==> src/rtl/dnn_out_argmax.sv <==
// Output stage: captures N_CLASSES signed scores on eng_done rising edge, scans for argmax one compare per cycle.
// Optional DNN_OUT_ONEHOT_EN adds a one-hot class vector output.
module dnn_out_argmax #(
  parameter int N_CLASSES  = 10,
  parameter int DATA_WIDTH = 2,
  parameter int IDX_WIDTH  = 4
) (
  input  logic                         i_clk,
  input  logic                         i_rst,
  input  logic                         i_eng_done,
  input  logic signed [DATA_WIDTH-1:0] i_eng_out [N_CLASSES-1:0],
  input  logic                         i_clear,
  output logic                         o_busy,
  output logic                         o_valid,
  output logic        [IDX_WIDTH-1:0]  o_class_idx,
  output logic signed [DATA_WIDTH-1:0] o_class_score,
  output logic                         o_tie,
`ifdef DNN_OUT_ONEHOT_EN
  output logic        [N_CLASSES-1:0]  o_class_onehot,
`endif
  input  logic        [IDX_WIDTH-1:0]  i_rd_idx,
  output logic signed [DATA_WIDTH-1:0] o_rd_data
);

  typedef enum logic [1:0] {IDLE, SCAN, DONE} state_t;

  localparam logic [IDX_WIDTH-1:0] LAST_IDX = IDX_WIDTH'(N_CLASSES - 1);

  state_t                      r_state;
  state_t                      w_next_state;
  logic                        r_done_q;
  logic signed [DATA_WIDTH-1:0] r_bank [N_CLASSES-1:0];
  logic signed [DATA_WIDTH-1:0] r_best;
  logic        [IDX_WIDTH-1:0]  r_best_idx;
  logic                         r_tie;
  logic        [IDX_WIDTH-1:0]  r_scan_idx;
  logic signed [DATA_WIDTH-1:0] r_rd_data;

  logic                         w_cap_evt;
  logic                         w_cap_ok;
  logic                         w_scanning;
  logic signed [DATA_WIDTH-1:0] w_scan_val;
  logic signed [DATA_WIDTH-1:0] w_rd_val;

  assign w_cap_evt  = i_eng_done & ~r_done_q;
  // Captures arriving mid-scan are dropped, and clear beats a same-cycle capture.
  assign w_cap_ok   = w_cap_evt & ~i_clear & (r_state != SCAN);
  assign w_scanning = (r_state == SCAN) & ~i_clear;

  // Explicit mux loops keep out-of-range indices mapped to entry 0.
  always_comb begin
    w_scan_val = r_bank[0];
    for (int unsigned i = 0; i < N_CLASSES; i++) begin
      if (r_scan_idx == IDX_WIDTH'(i)) w_scan_val = r_bank[i];
    end
  end

  always_comb begin
    w_rd_val = r_bank[0];
    for (int unsigned i = 0; i < N_CLASSES; i++) begin
      if (i_rd_idx == IDX_WIDTH'(i)) w_rd_val = r_bank[i];
    end
  end

  always_ff @(posedge i_clk) begin
    if (i_rst) r_state <= IDLE;
    else       r_state <= w_next_state;
  end

  always_comb begin
    w_next_state = r_state;
    if (i_clear) begin
      w_next_state = IDLE;
    end else begin
      case (r_state)
        IDLE, DONE: begin
          if (w_cap_evt) begin
            if (N_CLASSES == 1) w_next_state = DONE;
            else                w_next_state = SCAN;
          end
        end
        SCAN: begin
          if (r_scan_idx == LAST_IDX) w_next_state = DONE;
        end
        default: w_next_state = IDLE;
      endcase
    end
  end

  always_ff @(posedge i_clk) begin
    if (i_rst) begin
      r_done_q   <= 1'b0;
      r_best     <= '0;
      r_best_idx <= '0;
      r_tie      <= 1'b0;
      r_scan_idx <= '0;
      r_rd_data  <= '0;
      for (int unsigned i = 0; i < N_CLASSES; i++) r_bank[i] <= '0;
    end else begin
      r_done_q  <= i_eng_done;
      r_rd_data <= w_rd_val;
      if (w_cap_ok) begin
        for (int unsigned i = 0; i < N_CLASSES; i++) r_bank[i] <= i_eng_out[i];
        r_best     <= i_eng_out[0];
        r_best_idx <= '0;
        r_tie      <= 1'b0;
        r_scan_idx <= IDX_WIDTH'(1);
      end else if (w_scanning) begin
        if (w_scan_val > r_best) begin
          r_best     <= w_scan_val;
          r_best_idx <= r_scan_idx;
          r_tie      <= 1'b0;
        end else if (w_scan_val == r_best) begin
          r_tie <= 1'b1;
        end
        if (r_scan_idx != LAST_IDX) r_scan_idx <= r_scan_idx + IDX_WIDTH'(1);
      end
    end
  end

  assign o_busy        = (r_state == SCAN);
  assign o_valid       = (r_state == DONE);
  assign o_class_idx   = r_best_idx;
  assign o_class_score = r_best;
  assign o_tie         = r_tie;
  assign o_rd_data     = r_rd_data;

`ifdef DNN_OUT_ONEHOT_EN
  always_comb begin
    o_class_onehot = '0;
    if (r_state == DONE) begin
      for (int unsigned i = 0; i < N_CLASSES; i++) begin
        if (r_best_idx == IDX_WIDTH'(i)) o_class_onehot[i] = 1'b1;
      end
    end
  end
`endif

endmodule

==> config.mk <==
export PLATFORM = sky130hd
export DESIGN_NAME = dnn_out_argmax
export DESIGN_NICKNAME = d
export VERILOG_FILES = /design/src/rtl/dnn_out_argmax.sv
export SDC_FILE = /design/constraint.sdc
export NUM_CORES = 1
export LEC_CHECK = 0
export CAP_MARGIN = 20
export CORE_ASPECT_RATIO = 1.25
export CORE_MARGIN = 1
export CORE_UTILIZATION = 50
export DETAILED_ROUTE_END_ITERATION = 10
export GPL_TIMING_DRIVEN = 0
export PLACE_DENSITY_LB_ADDON = 0.1
export SYNTH_ARGS = -nofsm -noshare
export SYNTH_HDL_FRONTEND = slang
export SYNTH_SLANG_ARGS = --single-unit
==> constraint.sdc <==
create_clock -name i_clk -period 5.45 [get_ports i_clk]
set_input_delay 0.8175 -clock i_clk [delete_from_list [all_inputs] [get_ports i_clk]]
set_output_delay 0.8175 -clock i_clk [all_outputs]
set_load 0.02 [all_outputs]
After elaboration in Yosys (flattened, before gate mapping). Memories as Yosys holds them, arrays and structs flattened. Index checks and enable logic that the tools add are counted.

Memories kept: 1. Word-level logic and storage cells: 110. RAM bits: 20. Output and inout port bits: 11. Register bits: 16. Input port bits: 28.

Multiplexer cells: 44. Equality and inequality tests: 25. Bitwise logic cells: 16. $add $sub $neg: 1. Reductions and logical operators: 14. $lt $le $gt $ge: 1.

Memories: r_bank (depth 10, width 2, rd ports 10, clocked after Yosys merged registers in 0, write ports 10, RTL line 32) `logic signed [DATA_WIDTH-1:0] r_bank [N_CLASSES-1:0];`.

Operators by type and width (count): $mux 2 (33); $eq 4x3->1 const B (8); $eq 4x2->1 const B (4); $eq 4x4->1 const B (4); $reduce_and 2->1 (6); $mux 1 (10); $or 1x1->1 (10); $eq 4x1->1 const B (2); $reduce_bool 2->1 (4); $reduce_or 2->1 (3); $add 4x1->4 const B (1); $and 1x1->1 (4); $ne 2x1->1 const B (2); $ne 4x4->1 const B (1); $pmux 2 s2 (1); $eq 2x1->1 const B (1); $eq 2x2->1 (1); $eq 2x2->1 const B (1); $gt 2x2->1 (1); $logic_not 2->1 (1); $ne 2x2->1 const B (1); $not 1->1 (2).

Longest topological paths before layout. Gate-level depths: netlist of the first run.

Word-level depth: 14. Gate-level depth with buffers: 16.

Worst setup path after synthesis of the first run. OpenSTA, ideal clock, no wires.

Kind: reg-to-reg. Start point: register r_scan_idx[1]. End point: register r_best[0] (netlist: o_class_score[0]). Arrival: 2.927 ns. Slack: 2.407 ns. Required time: 5.334 ns. Clock period less this slack: 3.043 ns. Library setup time: 0.116 ns. Stages on the path, launching flop included: 16. Path through: dfxtp_1 > inv_1 > ha_1 > clkbuf_1 > or2_2 > a32oi_1 > nand2_1 > a32oi_1 > ha_1 > inv_1 > fa_1 > and3_1 > buf_2 > a32oi_1 > a21oi_1 > a31o_2.

Cells in the longest elaborated chain, start to end: 13. Elaborated cells between the ends (all ways): 24. Those cells by class: order compare: 1; eq/ne: 9; mux: 12; reduce/logical: 2.

Ends and longest elaborated chain: start: declaration (RTL line 36) `logic [IDX_WIDTH-1:0] r_scan_idx;`; start signal: assignment (RTL line 116) `if (r_scan_idx != LAST_IDX) r_scan_idx <= r_scan_idx + IDX_WIDTH'(1);`; $eq 4x1->1 (RTL line 54) `if (r_scan_idx == IDX_WIDTH'(i)) w_scan_val = r_bank[i];`; $mux 2 (8 in a row) (RTL line 54); $mux 2 * (RTL line 54); $gt 2x2->1 or $mux 2 (tied branches) (RTL line 109) `if (w_scan_val > r_best) begin`; $reduce_bool 2->1 (no line) or $mux 2 (tied branches); $reduce_and 2->1 (no line) or $mux 2 (tied branches); end signal: assignment (RTL line 104) `r_best <= i_eng_out[0];`; end signal: assignment (RTL line 110) `r_best <= w_scan_val;`; end: declaration (RTL line 33) `logic signed [DATA_WIDTH-1:0] r_best;`.

Mark *: on every way between the ends. The rest lies on a longest branch, timed or not. The select of a mux whose other input is x is not followed. A chain may end at the register's enable or synchronous reset.

Worst setup path after layout of the first run. Ends and elaborated chain as after synthesis.

==> results of run 1 <==
## path summary, 6_finish.rpt
path	startpoint	end	slack (ns)	cells after the start
worst max-delay path	r_scan_idx[1]	o_class_score[0]	1.98	15
worst min register to register	o_class_idx[3]	o_class_idx[3]	0.45	2
worst max register to register	r_scan_idx[1]	o_class_score[0]	1.98	15
worst min-delay path	o_class_idx[3]	o_class_idx[3]	0.45	2
## worst reg2reg max path: cells and delay by family, from the launching register on
| family | cells | cell delay, ns |
|---|---|---|
| adders and majority gates | 3 | 0.85 |
| AOI/OAI and AO/OA | 5 | 0.96 |
| and+or+nand+nor | 3 | 0.59 |
| DFF | 1 | 0.43 |
| buffers and inverters | 4 | 0.55 |
## kinds of logic after synthesis
group / count (synthesis)
AOI/OAI and AO/OA: 57
xor gates and xnor gates: 3
adders and majority gates: 7
buffers and inverters: 22
DFF: 36
muxes: 6
and+or+nand+nor: 92
## flip-flops by register name (all words and copies together), names as in the netlist
signal and cells:
o_class_score 2, r_bank 20, r_state 2, o_tie 1, r_scan_idx 4, o_rd_data 2
r_done_q 1, o_class_idx 4
## cell usage in the layout, fill, tap and decap left out, drive strengths merged, types with 2 or more instances in the layout
cell	synthesis	layout
dfxtp	16	16
o21ai	13	13
a21o	2	2
nor2b	8	8
and2	21	21
xor2	2	2
a32oi	3	3
nand2b	8	8
inv	9	9
nor3b	5	5
nor2	7	7
clkdlybuf4s50	0	38
a21oi	17	17
a31oi	3	3
mux2i	5	5
a211oi	2	2
clkbuf	7	15
nand3	5	5
buf	6	6
o2bb2ai	2	2
ha	6	6
o32a	2	2
nand2	22	22
nor3	9	9
edfxtp	20	20
a2111oi	2	2
o31a	2	2
## metrics by stage
step	setup WS, ns	area, um^2	power (mW)
after floorplan	2.41	2080	0.371
after CTS	2.03	2630	0.616
final	1.98	2630	0.615
after global placement	2.11	2530	0.412
after detailed placement	2.06	2530	0.414
after global routing	1.76	2630	0.638
## layer usage
metal	part of all wire, %	vias to the layer above	global-route usage, %
li1	-	893	-
met1	45	857	26.2
met2	49	37	38.1
met3	4.0	9	4.52
met4	2.1	0	10.3
met5	0	-	0
## layout make-up
type | instances | area [um^2]
Inverter | 9 | 33.8
Tap cell | 54 | 67.6
Multi-Input combinational cell | 165 | 1070
Fill cell | 343 | 1250
Timing Repair Buffer | 38 | 380
Clock buffer | 8 | 100
Sequential cell | 36 | 921
Buffer | 13 | 56.3
## report_power, final
group          total (mW)  switching [mW]  internal, mW
registers           0.311         0.00994         0.301
logic              0.0973          0.0479        0.0494
clock network       0.207          0.0913         0.115
total               0.615           0.149         0.466
==> results.json, run 1 <==
{
  "cts_tree": "built",
  "outcome": "finished clean",
  "ys_types": 48,
  "cts_hold_buffers": 0,
  "finalMaxSlewViolations": 0,
  "die_x_um": 59.7,
  "ant_nets": 0,
  "fin_skew_ns": 0.00559,
  "cp_max_fo": 10,
  "max_freq_ghz": 0.288,
  "setup_viol_count_final": 0,
  "hold_slack_ns": 0.454,
  "hold_path_class": "reg -> reg",
  "post-route-util_pct": 67.8,
  "yosys-mux-area-fraction_pct": 2.94,
  "coreArea_um2": 3880,
  "yosys.area_share.adder_pct": 4.57,
  "synth_most_common_cell": "nand2_1",
  "gp_congestion": 0.853,
  "p_leak_nw": 0.953,
  "drc": 0,
  "post_cts_buffers": 0,
  "synth_seq_cells": 36,
  "powerDensity_nw_per_um2": 234,
  "irDropWorstVdd_uv": 170,
  "crit_buf_inv": 4,
  "hold_viol_final": 0,
  "finalSetupTns_ns": 0,
  "drt_iter0_markers": 116,
  "synth_xor_area_share_pct": 1.26,
  "drive_gt1_share_pct": 7.06,
  "cp.arrival_ns": 3.65,
  "cp.required_ns": 5.63,
  "slew_headroom_pct": 60.8,
  "synth_fp_nets": 258,
  "ctsResizeCount": 0,
  "die-area_um2": 4430,
  "avgRoutedWirePerCell_um": 14.0,
  "hpwlAfterDp_um": 3360,
  "synth_flop_cell": "edfxtp_1",
  "yosys-top-cells-count": "22 x nand2_1, 21 x and2_1, 20 x edfxtp_1",
  "clk_latency_ns": 0.29,
  "grt_pass1_vias": 1627,
  "worst_pin_slew_ns": 0.588,
  "dr.pass1.iters": 5,
  "synth_enable_flop_cells": 20,
  "synth_area_um2": 2080,
  "syn_inst": 223,
  "port_buffers": 38,
  "crit_type": "reg -> reg",
  "synthSimpleGateAreaFrac_pct": 24.2,
  "n_antenna_cell": 0,
  "grt_max_degree": 29,
  "end_kind": "flip-flop",
  "routed_wl_um": 4520,
  "synthTopCellsByArea": "edfxtp_1 29%, dfxtp_1 15%, and2_1 6.3%, a21oi_1 4.1%, nand2_1 4.0%",
  "start_util_pct": 53.7,
  "cts.sinks": 36,
  "clkTransAtPathRegs_ns": 0.07,
  "maxCapViolCount": 0,
  "grt_pass1_wl_um": 7290,
  "fin_crit_sh_pct": 63.7,
  "async_reset_ff_share_pct": 0,
  "yosysSeqAreaShare_pct": 44.2,
  "synth_top_family_by_area": "simple AND/OR/NAND/NOR gates",
  "cts_max_level": 2,
  "start_kind": "flip-flop",
  "netlist.area_leader.share_pct": 28.8,
  "crit_family": "compound AO/OA/AOI/OAI gates",
  "synth_area_leader_cell": "edfxtp_1",
  "yosys_warnings": 0,
  "layout.cells.non_filler": 323,
  "numCtsBuffers": 5,
  "track_usage_pct": 22.2,
  "synth_compound_area_share_pct": 18.5,
  "syn2layout_area_growth_pct": 26.3,
  "viasPerCell": 5.56,
  "cp_cell_sequence": "inv_1 -> ha_1 -> clkbuf_1 -> or2_2 -> a32oi_1 -> nand2_1 -> a32oi_1 -> ha_1 -> inv_1 -> fa_1 -> and3_1 -> buf_2 -> a32oi_1 -> a21oi_1 -> a31o_2",
  "cts_max_path_buffers": 2,
  "rsz0062_at_grt": "no",
  "die_y_um": 74.1,
  "cts_root_buf": "clkbuf_8",
  "antenna_found_initial": 0,
  "io-pin-count": 39,
  "globalRoute.totalOverflow": 0,
  "dp_cells": 315,
  "critPathMaxStageDelay_ns": 0.43,
  "period_minus_slack_ns": 3.47,
  "cpMaxStageDelayCell": "dfxtp_1",
  "crit_path_frequent_cell": "a32oi_1",
  "avgSynthCellArea_um2": 9.34,
  "nets": 303,
  "rows": 25,
  "via_count": 1796
}
(Power assumes the default switching activity.)
==> run 2, diff against run 1 <==
Settings changed: CORE_UTILIZATION 50 to 47.
Clock period 5.45 ns to 2.8 ns, I/O delays scaled along.
==> run 2 against run 1 <==
  * The flow now finishes with violations (setup timing)
  * Setup slack worse by 2.2 ns
  * Flip-flop and latch count stayed put
  * Combinational power grew to 2.7 times the previous value
  * Final cell count up 6.8%
  * Global-route usage rose by 0.15 points
  * Fmax increased by 16%
  * Hold slack worse by 0.0011 ns
  * Die area is 6.2% higher
  * Total power increased by 100%
  * Design area rose by 13%
  * Critical endpoint unchanged
  * Highest routed layer unchanged
==> results.json, run 2 (synthesis gave the netlist of run 1 again) <==
{
  "io-pin-count": 39,
  "gp_congestion": 0.841,
  "dp_cells": 317,
  "irDropWorstVdd_uv": 284,
  "powerDensity_nw_per_um2": 416,
  "die_y_um": 76.4,
  "antenna_found_initial": 0,
  "worst_pin_slew_ns": 0.646,
  "grt_pass1_wl_um": 7860,
  "hpwlAfterDp_um": 3540,
  "rsz0062_at_grt": "yes",
  "port_buffers": 38,
  "ant_nets": 0,
  "track_usage_pct": 22.3,
  "cp_max_fo": 6,
  "num-fill-cells": 351,
  "slew_headroom_pct": 57.0,
  "worst_slack_ns": -0.198,
  "n_antenna_cell": 0,
  "numCtsBuffers": 5,
  "multiInputGateArea_um2": 1220,
  "layout.cells.non_filler": 345,
  "cp.required_ns": 2.99,
  "crit_type": "reg -> reg",
  "violations": "setup timing",
  "rows": 26,
  "avgRoutedWirePerCell_um": 15.5,
  "hold_path_class": "reg -> reg",
  "globalRoute.totalOverflow": 0,
  "start_util_pct": 50.0,
  "clk_latency_ns": 0.29,
  "cts_max_level": 2,
  "die-area_um2": 4700,
  "nets": 323,
  "post-route-util_pct": 71.1,
  "coreArea_um2": 4160,
  "drive_gt1_share_pct": 23.5,
  "seqCellArea_um2": 928,
  "cts_max_path_buffers": 2,
  "grt_pass1_vias": 1721,
  "cts_root_buf": "clkbuf_8",
  "syn2layout_area_growth_pct": 42.2,
  "layout_commonest_cell": "clkdlybuf4s50_1",
  "start_kind": "flip-flop",
  "max_freq_ghz": 0.334,
  "viasPerCell": 5.52,
  "fin_crit_sh_pct": 107,
  "cts_tree": "built",
  "clkTransAtPathRegs_ns": 0.07,
  "die_x_um": 61.5,
  "cp.arrival_ns": 3.19,
  "via_count": 1905,
  "fin_skew_ns": 0.00780,
  "finalMaxSlewViolations": 0,
  "p_leak_nw": 1.11,
  "p_total_mw": 1.23,
  "drc": 0,
  "setup_viol_count_final": 6,
  "largest-register": "r_bank",
  "largest_reg_flops": 20,
  "hold_viol_final": 0,
  "cts.sinks": 36,
  "end_kind": "flip-flop",
  "outcome": "finished, violations left",
  "period_minus_slack_ns": 3.00,
  "maxCapViolCount": 0,
  "r2r_slack_ns": -0.20,
  "layout_common_cells": "38 x clkdlybuf4s50_1, 21 x and2_1, 20 x edfxtp_1, 20 x buf_4, 17 x nand2_1",
  "grt_max_degree": 29,
  "drt_iter0_markers": 112,
  "dr.pass1.iters": 4,
  "routed_wl_um": 5340
}
run 2: cell count changes in the layout (fill, tap and decap cells not counted), moves of 4 or more:
| cell | change |
|---|---|
| a21oi_2 | +4 |
| buf_4 | +20 |
| a21oi_1 | -4 |
| ha_1 | -4 |
| nand2_1 | -5 |
run 2: where the power goes:
| part | internal [mW] | switching (mW) |
|---|---|---|
| clock | 0.175 | 0.182 |
| combinational | 0.148 | 0.118 |
| sequential | 0.586 | 0.0232 |
run 2: worst paths after layout:
kind	end	depth (start not counted)	from
min	o_class_idx[1]	2	o_class_idx[1]
max	o_class_score[0]	14	r_scan_idx[1]
min reg2reg	o_class_idx[1]	2	o_class_idx[1]
max reg2reg	o_class_score[0]	14	r_scan_idx[1]
run 2: cell type report:
class	count	area share, %
plain buffers	12	2.66
clock buffers	7	2.58
clock inverters	1	0.169
inverters	9	1.31
multi-input cells	165	41.1
flip-flops and latches	36	31.3
well taps	56	2.37
repair buffers	59	18.4
run 2: through the flow:
step	instance area, um^2	worst slack, ns	hold slack, ns	setup TNS, ns
after floorplan	2150	-0.0124	0.476	-0.0124
after global placement	2600	-0.242	0.446	-0.242
after detailed placement	2600	-0.247	0.446	-0.247
after CTS	2840	-0.0728	0.456	-0.0728
after global routing	2960	-0.308	0.479	-1.28
final	2960	-0.198	0.453	-0.460
run 2: layer usage:
metal,global-route usage [%],vias up,part of all wire (%)
li1,-,931,-
met1,26.8,893,40
met2,38.0,65,52
met3,3.90,16,4.3
met4,8.89,0,2.9
met5,0,-,0
run 2: worst max-delay path, cell delays in order (launching register included):
cell and delay (ns):
dfxtp_4 0.40, inv_4 0.06, ha_4 0.16, buf_8 0.12
a221o_1 0.31, a32oi_1 0.16, nand2_1 0.13, a32oi_2 0.25
ha_2 0.22, inv_2 0.04, fa_2 0.33, and3_4 0.17
a32oi_1 0.21, a21oi_1 0.12, a31o_4 0.23
run 2: repair_timing:
item / in CTS / in global routing
setup buffers: 19 / 4
setup endpoints to repair: 1 / 7
hold buffers: 0 / 0
gates resized for setup: 7 / 25
pin swaps: 10 / 14
==> run 3, diff against run 2 <==
Settings changed: HOLD_SLACK_MARGIN set to 0.08.
==> results of run 3 <==
No change in the layout: final DEF, timing and power equal those of run 2.
